## src/rtl/riscpkg.sv

```systemverilog
// ---------------------------------------------------------------------------
// riscpkg -- shared definitions for the 8-bit RISC write-back path.
//
// Contents:
//   DW, AW       data width and register address width
//   wb_state_e   write-back FSM state encoding (IDLE = 0, WAIT_MEM = 1)
//   wb_entry_t   pending-write buffer entry {dest, data, is_load}
//   LD_ERR_DATA  value written to the register file when a load times out
// ---------------------------------------------------------------------------
package riscpkg;

  localparam int DW = 8;
  localparam int AW = 2;

  typedef enum logic {
    IDLE     = 1'b0,
    WAIT_MEM = 1'b1
  } wb_state_e;

  localparam int ENTRY_DEST_W = AW;
  localparam int ENTRY_DATA_W = DW;
  localparam int ENTRY_W      = ENTRY_DEST_W + ENTRY_DATA_W + 1;

  typedef struct packed {
    logic [ENTRY_DEST_W-1:0] dest;
    logic [ENTRY_DATA_W-1:0] data;
    logic                    is_load;
  } wb_entry_t;

  localparam logic [DW-1:0] LD_ERR_DATA = 8'hFF;

endpackage

```

## src/rtl/wb_fifo.sv

```systemverilog
// ---------------------------------------------------------------------------
// wb_fifo -- circular pending-write buffer for the write-back stage.
//
// Ports:
//   clk, rst         clock, asynchronous active-low reset
//   push_i           write push_entry_i at the tail (ignored when full)
//   push_entry_i     entry to append
//   pop_i            drop the head entry (ignored when empty)
//   full_o, empty_o  occupancy flags
//   head_o           oldest entry (valid only when !empty_o)
//   ent_valid_o      per-entry valid, in age order (index 0 = head)
//   ent_dest_o       per-entry destination, in age order
//   ent_is_load_o    per-entry load flag, in age order
//   ent_data_o       per-entry ALU data, in age order
//
// DEPTH must be a power of two (>= 2) so the pointers wrap naturally.
// ---------------------------------------------------------------------------
module wb_fifo
  import riscpkg::*;
#(
  parameter int DEPTH = 2
) (
  input  logic                         clk,
  input  logic                         rst,
  input  logic                         push_i,
  input  wb_entry_t                    push_entry_i,
  input  logic                         pop_i,
  output logic                         full_o,
  output logic                         empty_o,
  output wb_entry_t                    head_o,
  output logic [DEPTH-1:0]             ent_valid_o,
  output logic [DEPTH-1:0][AW-1:0]     ent_dest_o,
  output logic [DEPTH-1:0]             ent_is_load_o,
  output logic [DEPTH-1:0][DW-1:0]     ent_data_o
);

  localparam int PW = $clog2(DEPTH);

  typedef logic [PW:0] cnt_t;

  wb_entry_t       mem_q [DEPTH];
  logic [PW-1:0]   wr_ptr_q;
  logic [PW-1:0]   rd_ptr_q;
  cnt_t            count_q;
  logic            do_push;
  logic            do_pop;

  assign full_o  = (count_q == cnt_t'(DEPTH));
  assign empty_o = (count_q == '0);

  // Acceptance uses only the registered occupancy: a pop in the same cycle
  // does not open a slot for a push while full.
  assign do_push = push_i && !full_o;
  assign do_pop  = pop_i && !empty_o;

  always_ff @(posedge clk or negedge rst) begin
    if (!rst) begin
      wr_ptr_q <= '0;
      rd_ptr_q <= '0;
      count_q  <= '0;
    end else begin
      if (do_push) wr_ptr_q <= wr_ptr_q + 1'b1;
      if (do_pop)  rd_ptr_q <= rd_ptr_q + 1'b1;
      case ({do_push, do_pop})
        2'b10:   count_q <= count_q + 1'b1;
        2'b01:   count_q <= count_q - 1'b1;
        default: count_q <= count_q;
      endcase
    end
  end

  // Entry storage carries no control state, so it needs no reset.
  always_ff @(posedge clk) begin
    if (do_push) mem_q[wr_ptr_q] <= push_entry_i;
  end

  assign head_o = mem_q[rd_ptr_q];

  // Present every slot in age order so consumers can pick the youngest match
  // without knowing the pointer position.
  for (genvar gi = 0; gi < DEPTH; gi++) begin : g_age
    logic [PW-1:0] slot;
    assign slot              = rd_ptr_q + PW'(gi);
    assign ent_valid_o[gi]   = (cnt_t'(gi) < count_q);
    assign ent_dest_o[gi]    = mem_q[slot].dest;
    assign ent_is_load_o[gi] = mem_q[slot].is_load;
    assign ent_data_o[gi]    = mem_q[slot].data;
  end

endmodule

```

## src/rtl/wb_stage.sv

```systemverilog
// ---------------------------------------------------------------------------
// wb_stage -- write-back stage of the 8-bit RISC pipeline.
//
// Buffers completed execute results, waits for memory data on loads and
// drives the register-file write port. Flags read-after-write hazards
// against the decode stage's source registers.
//
// Ports:
//   clk, rst                 clock, asynchronous active-low reset
//   res_valid/res_ready      execute result handshake (ready = buffer not full)
//   res_dest/res_data        destination register and ALU result
//   res_is_load              result is a load; data arrives on mem_rdata
//   mem_rvalid/mem_rdata     one-cycle load data pulse
//   rd_addr_a/rd_addr_b      decode source addresses
//   regaddrc                 {write dest or rd_addr_a, rd_addr_b}
//   RegCR                    register-file write enable
//   wb_in / wb_AorD          write mux inputs 0 (ALU) / 1 (load)
//   mux2CR                   write mux select
//   hazard                   decode must stall
//   ld_err                   sticky load-timeout flag
//
// Optional build macro WB_BYPASS_EN adds fwd_a_valid/fwd_b_valid and
// fwd_a_data/fwd_b_data, forwarding the youngest matching ALU result; hazard
// then asserts only when that youngest match is a load.
// ---------------------------------------------------------------------------
module wb_stage
  import riscpkg::*;
#(
  parameter int DEPTH   = 2,
  parameter int TIMEOUT = 15
) (
  input  logic            clk,
  input  logic            rst,
  input  logic            res_valid,
  output logic            res_ready,
  input  logic [AW-1:0]   res_dest,
  input  logic [DW-1:0]   res_data,
  input  logic            res_is_load,
  input  logic            mem_rvalid,
  input  logic [DW-1:0]   mem_rdata,
  input  logic [AW-1:0]   rd_addr_a,
  input  logic [AW-1:0]   rd_addr_b,
  output logic [2*AW-1:0] regaddrc,
  output logic            RegCR,
  output logic [DW-1:0]   wb_in,
  output logic [DW-1:0]   wb_AorD,
  output logic            mux2CR,
  output logic            hazard,
`ifdef WB_BYPASS_EN
  output logic            fwd_a_valid,
  output logic            fwd_b_valid,
  output logic [DW-1:0]   fwd_a_data,
  output logic [DW-1:0]   fwd_b_data,
`endif
  output logic            ld_err
);

  localparam int CW = $clog2(TIMEOUT + 1);

  // -------------------------------------------------------------------------
  // Pending-write buffer
  // -------------------------------------------------------------------------
  wb_entry_t                 push_entry;
  wb_entry_t                 head;
  logic                      fifo_full;
  logic                      fifo_empty;
  logic                      pop;
  logic [DEPTH-1:0]          ent_valid;
  logic [DEPTH-1:0][AW-1:0]  ent_dest;
  logic [DEPTH-1:0]          ent_is_load;
  logic [DEPTH-1:0][DW-1:0]  ent_data;

  assign push_entry = '{dest: res_dest, data: res_data, is_load: res_is_load};
  assign res_ready  = !fifo_full;

  wb_fifo #(
    .DEPTH (DEPTH)
  ) u_fifo (
    .clk           (clk),
    .rst           (rst),
    .push_i        (res_valid),
    .push_entry_i  (push_entry),
    .pop_i         (pop),
    .full_o        (fifo_full),
    .empty_o       (fifo_empty),
    .head_o        (head),
    .ent_valid_o   (ent_valid),
    .ent_dest_o    (ent_dest),
    .ent_is_load_o (ent_is_load),
    .ent_data_o    (ent_data)
  );

  // -------------------------------------------------------------------------
  // Write-back FSM
  // -------------------------------------------------------------------------
  wb_state_e        state_q, state_d;
  logic [CW-1:0]    cnt_q, cnt_d;
  logic             we_q, we_d;
  logic             sel_q, sel_d;
  logic             err_q, err_d;
  logic [AW-1:0]    dest_q, dest_d;
  logic [DW-1:0]    alu_q, alu_d;
  logic [DW-1:0]    ld_q, ld_d;

  always_comb begin
    state_d = state_q;
    cnt_d   = cnt_q;
    we_d    = 1'b0;
    sel_d   = sel_q;
    err_d   = err_q;
    dest_d  = dest_q;
    alu_d   = alu_q;
    ld_d    = ld_q;
    pop     = 1'b0;

    case (state_q)
      IDLE: begin
        if (!fifo_empty) begin
          if (head.is_load) begin
            state_d = WAIT_MEM;
            cnt_d   = '0;
          end else begin
            we_d   = 1'b1;
            sel_d  = 1'b0;
            alu_d  = head.data;
            dest_d = head.dest;
            pop    = 1'b1;
          end
        end
      end

      WAIT_MEM: begin
        cnt_d = cnt_q + 1'b1;
        if (mem_rvalid) begin
          we_d    = 1'b1;
          sel_d   = 1'b1;
          ld_d    = mem_rdata;
          dest_d  = head.dest;
          pop     = 1'b1;
          state_d = IDLE;
        end else if (cnt_q == CW'(TIMEOUT - 1)) begin
          // Counter reaches TIMEOUT on this edge: give up and write the
          // error marker so the destination register is not left stale.
          we_d    = 1'b1;
          sel_d   = 1'b1;
          ld_d    = LD_ERR_DATA;
          dest_d  = head.dest;
          err_d   = 1'b1;
          pop     = 1'b1;
          state_d = IDLE;
        end
      end

      default: state_d = IDLE;
    endcase
  end

  always_ff @(posedge clk or negedge rst) begin
    if (!rst) begin
      state_q <= IDLE;
      cnt_q   <= '0;
      we_q    <= 1'b0;
      sel_q   <= 1'b0;
      err_q   <= 1'b0;
      dest_q  <= '0;
      alu_q   <= '0;
      ld_q    <= '0;
    end else begin
      state_q <= state_d;
      cnt_q   <= cnt_d;
      we_q    <= we_d;
      sel_q   <= sel_d;
      err_q   <= err_d;
      dest_q  <= dest_d;
      alu_q   <= alu_d;
      ld_q    <= ld_d;
    end
  end

  assign RegCR    = we_q;
  assign mux2CR   = sel_q;
  assign wb_in    = alu_q;
  assign wb_AorD  = ld_q;
  assign ld_err   = err_q;
  // The upper address field is shared between the write port and read port A.
  assign regaddrc = {(we_q ? dest_q : rd_addr_a), rd_addr_b};

  // -------------------------------------------------------------------------
  // Hazard detection (and optional forwarding), one slice per source port
  // -------------------------------------------------------------------------
  logic [1:0][AW-1:0] src_addr;
  logic [1:0]         port_haz;

  assign src_addr = {rd_addr_b, rd_addr_a};

`ifdef WB_BYPASS_EN
  logic [1:0]          fwd_valid;
  logic [1:0][DW-1:0]  fwd_data;
`endif

  for (genvar gp = 0; gp < 2; gp++) begin : g_port
    logic [DEPTH-1:0] hit;
    logic             inflight_hit;

    for (genvar gi = 0; gi < DEPTH; gi++) begin : g_ent
      assign hit[gi] = ent_valid[gi] && (ent_dest[gi] == src_addr[gp]);
    end

    assign inflight_hit = we_q && (dest_q == src_addr[gp]);

`ifdef WB_BYPASS_EN
    logic            match;
    logic            match_load;
    logic [DW-1:0]   match_data;

    // The in-flight write is older than every buffered entry; scanning the
    // buffer head-to-tail lets the youngest match overwrite older ones.
    // An in-flight load write is treated as a load (no forwarding).
    always_comb begin
      match      = inflight_hit;
      match_load = sel_q;
      match_data = alu_q;
      for (int i = 0; i < DEPTH; i++) begin
        if (hit[i]) begin
          match      = 1'b1;
          match_load = ent_is_load[i];
          match_data = ent_data[i];
        end
      end
    end

    assign port_haz[gp]  = match && match_load;
    assign fwd_valid[gp] = match && !match_load;
    assign fwd_data[gp]  = (match && !match_load) ? match_data : '0;
`else
    assign port_haz[gp] = inflight_hit || (|hit);
`endif
  end

  assign hazard = |port_haz;

`ifdef WB_BYPASS_EN
  assign fwd_a_valid = fwd_valid[0];
  assign fwd_b_valid = fwd_valid[1];
  assign fwd_a_data  = fwd_data[0];
  assign fwd_b_data  = fwd_data[1];
`else
  // Entry payload is only needed for forwarding.
  logic unused_fifo_payload;
  assign unused_fifo_payload = ^{ent_is_load, ent_data};
`endif

endmodule
```

## config.mk

```make
export PLATFORM = sky130hd
export DESIGN_NAME = wb_stage
export DESIGN_NICKNAME = d
export VERILOG_FILES = /design/src/rtl/riscpkg.sv /design/src/rtl/wb_fifo.sv /design/src/rtl/wb_stage.sv
export SDC_FILE = /design/constraint.sdc
export NUM_CORES = 1
export LEC_CHECK = 0
export CAP_MARGIN = 20
export CORE_UTILIZATION = 65
export CTS_CLUSTER_SIZE = 14
export DETAILED_ROUTE_END_ITERATION = 8
export DONT_BUFFER_PORTS = 1
export PLACE_DENSITY = 0.81
export RECOVER_POWER = 25
export SYNTH_ARGS = -nofsm -noshare
export SYNTH_HDL_FRONTEND = slang
export SYNTH_HIERARCHICAL = 1
export SYNTH_SLANG_ARGS = --single-unit
```

## constraint.sdc

```tcl
create_clock -name clk -period 6.1 [get_ports clk]
set_input_delay 0.61 -clock clk [delete_from_list [all_inputs] [get_ports clk]]
set_output_delay 0.61 -clock clk [all_outputs]
set_load 0.05 [all_outputs]
```

==> impl_results.md <==
* Status: finished with violations
* Failing checks: max-capacitance violations, max-slew violations
* Detail Route Antenna Nets at 0
* Htree depth at 2
* Final wirelength at 3550 um
* Ports at 52
* Unrepaired setup endpoints after global routing: false
* Root buffer cell: clkbuf_4
* Final hold vios at 0
* CP max stage delay at 0.74 ns
* Cell Count, Final, Fillers Out at 206
* Worst vdd ir at 0.435 mV
* Clk sinks at 52
* Nets at 192
* TritonCTS clock tree: done
* Initial drt markers at 48
* Clk pin slew, worst setup/hold paths at 0.14 ns
* Fin. max-slew vios at 31
* Largest net degree at the start of global routing at 31
* Placed insts at 197
* Setup_tns at 0 ns
* Max_slew headroom at -0.0552
* Die width at 62.2 um
* Slowest stage cell, crit path: dfrtp_1
* Syn-to-layout area delta at 0.637%
* Gpl congestion at 0.661
* Via count at 1207
* PwrDens at 623 mW/mm^2
* Warnings, synthesis at 6
* Post-layout util at 0.695
* Min cycle time layout at 2.96 ns
* First-pass GRT wire length at 6100 um
* Antenna diodes at 0
* GR Overflow Total at 0
* Leakage at 0.957 nW
* All-Layer GR Usage at 0.209
* Vias per cell at 5.86
* Total power at 1.48 mW
* Die Y at 62.2 um
* Syn nets at 201
* Crit-path cells: mux2_2 -> xor2_1 -> o22ai_1 -> a222oi_1 -> inv_1
* Final HPWL DP at 2530 um
* HP Class: in -> reg
* 1st-pass router iterations at 4
* Die Area at 0.00387 sq mm
* Rows at 21
* CP max FO at 14
* DRC Markers at 0
* Area of the core at 0.00342 sq mm
* Post-Syn Area at 0.00236 sq mm
* Mapped Cells at 168
* WP data required at 5.49 ns
* Share of layout cells above drive strength 1 at 0.213
* Max_cap viols at 1
* Setup Skew at 0.0121 ns
* Critical path class: reg -> out
* Endpoint class of the critical path: primary output
* Clk buf depth at 2
* IO Port Bufs at 0
* Peak Freq at 337 MHz
* Initial core utilization at 0.690
* Initial antenna violation count at 0
* Mean Syn Cell Area at 14.0 sq um
* Clk_lat worst skew at 0.35 ns
* Final worst-path cycle share at 0.486
* Vias in the first global route at 1320
* Startpoint types: flip-flop
* Register area at 0.00141 sq mm
* Worst Path Arrival at 2.35 ns
* Total CTS buffers at 5
* # fillers at 247
* Area taken by multi-input logic gates at 768 sq um
* Worst-Margin Slew at 1.58 ns
* Endpoints failing setup at 0
* Routed wire length per instance at 17.3 um
-- metrics by stage --
step / area (sq um) / hold slack [ns] / setup WS (ns)
floorplan: 2360 / 0.314 / 3.85
global placement: 2280 / 0.316 / 3.55
detailed placement: 2280 / 0.316 / 3.52
CTS: 2390 / 0.0475 / 3.10
global route: 2370 / 0.310 / 2.98
finish: 2370 / 0.343 / 3.14
-- final cells by class --
class,count,share of cell area
clock buffer,6,0.0216
tap,46,0.0243
clock inverter,2,0.0164
timing repair buffer,1,0.00158
sequential,52,0.595
multi-input combinational,88,0.324
inverter,11,0.0174
-- timing repair --
action                                  in CTS  in global routing
buffers inserted                             0                  0
hold buffers                                 1                  0
endpoints found under the setup margin       0                  0
resized for setup                            0                  0
hold endpoints to repair                    30                  0
-- placed cells by master (no fill, tap or decap), drive strengths merged, types with 2 or more instances in the layout --
master / instances
nor2: 4
xor2: 14
nand2: 6
nand3: 3
edfxtp: 22
dfrtp: 30
o22ai: 3
ha: 6
mux2: 25
inv: 11
xnor2: 4
o21ai: 5
o22a: 8
nand2b: 2
clkbuf: 7
-- power by group --
part / leakage, nW / total, mW / switching (mW) / internal, mW
logic: 0.351 / 0.451 / 0.243 / 0.208
registers: 0.558 / 0.830 / 0.330 / 0.500
clock network: 0.0484 / 0.197 / 0.0987 / 0.0983
-- final timing paths --
kind	from	slack [ns]	endpoint	depth (start not counted)
max in group asynchronous	rst	4.55	RegCR	1
hold / removal	res_data[7]	0.34	u_fifo/mem_q[1][8]	0
setup / recovery	u_fifo/rd_ptr_q	3.14	hazard	5
hold reg to reg	u_fifo/count_q[0]	0.51	u_fifo/count_q[0]	1
min in group asynchronous	rst	0.63	wb_in[0]	1
setup reg to reg	u_fifo/rd_ptr_q	3.54	u_fifo/count_q[1]	8
-- state kept, by name, summed over array words and instances (netlist names) --
signal and cells:
RegCR 1, u_fifo/wr_ptr_q 1, cnt_q 4, wb_in 8
mux2CR 1, u_fifo/mem_q 22, state_q 1, u_fifo/count_q 2
wb_AorD 8, ld_err 1, dest_q 2, u_fifo/rd_ptr_q 1
-- worst max-delay path: cells and delay by family, from the launching register on --
kind                   cells  cell delay, ns
XOR/XNOR                   1            0.16
AO/OA/AOI/OAI              2            0.38
buffers and inverters      1            0.29
multiplexers               1            0.45
flip-flops                 1            0.74
-- metal layers --
metal	share of wire	vias up	global-route usage
li1	-	553	-
met1	0.41	605	0.247
met2	0.52	41	0.346
met3	0.057	8	0.0607
met4	0.022	0	0.113
met5	0	-	0
(Power assumes the default switching activity.)
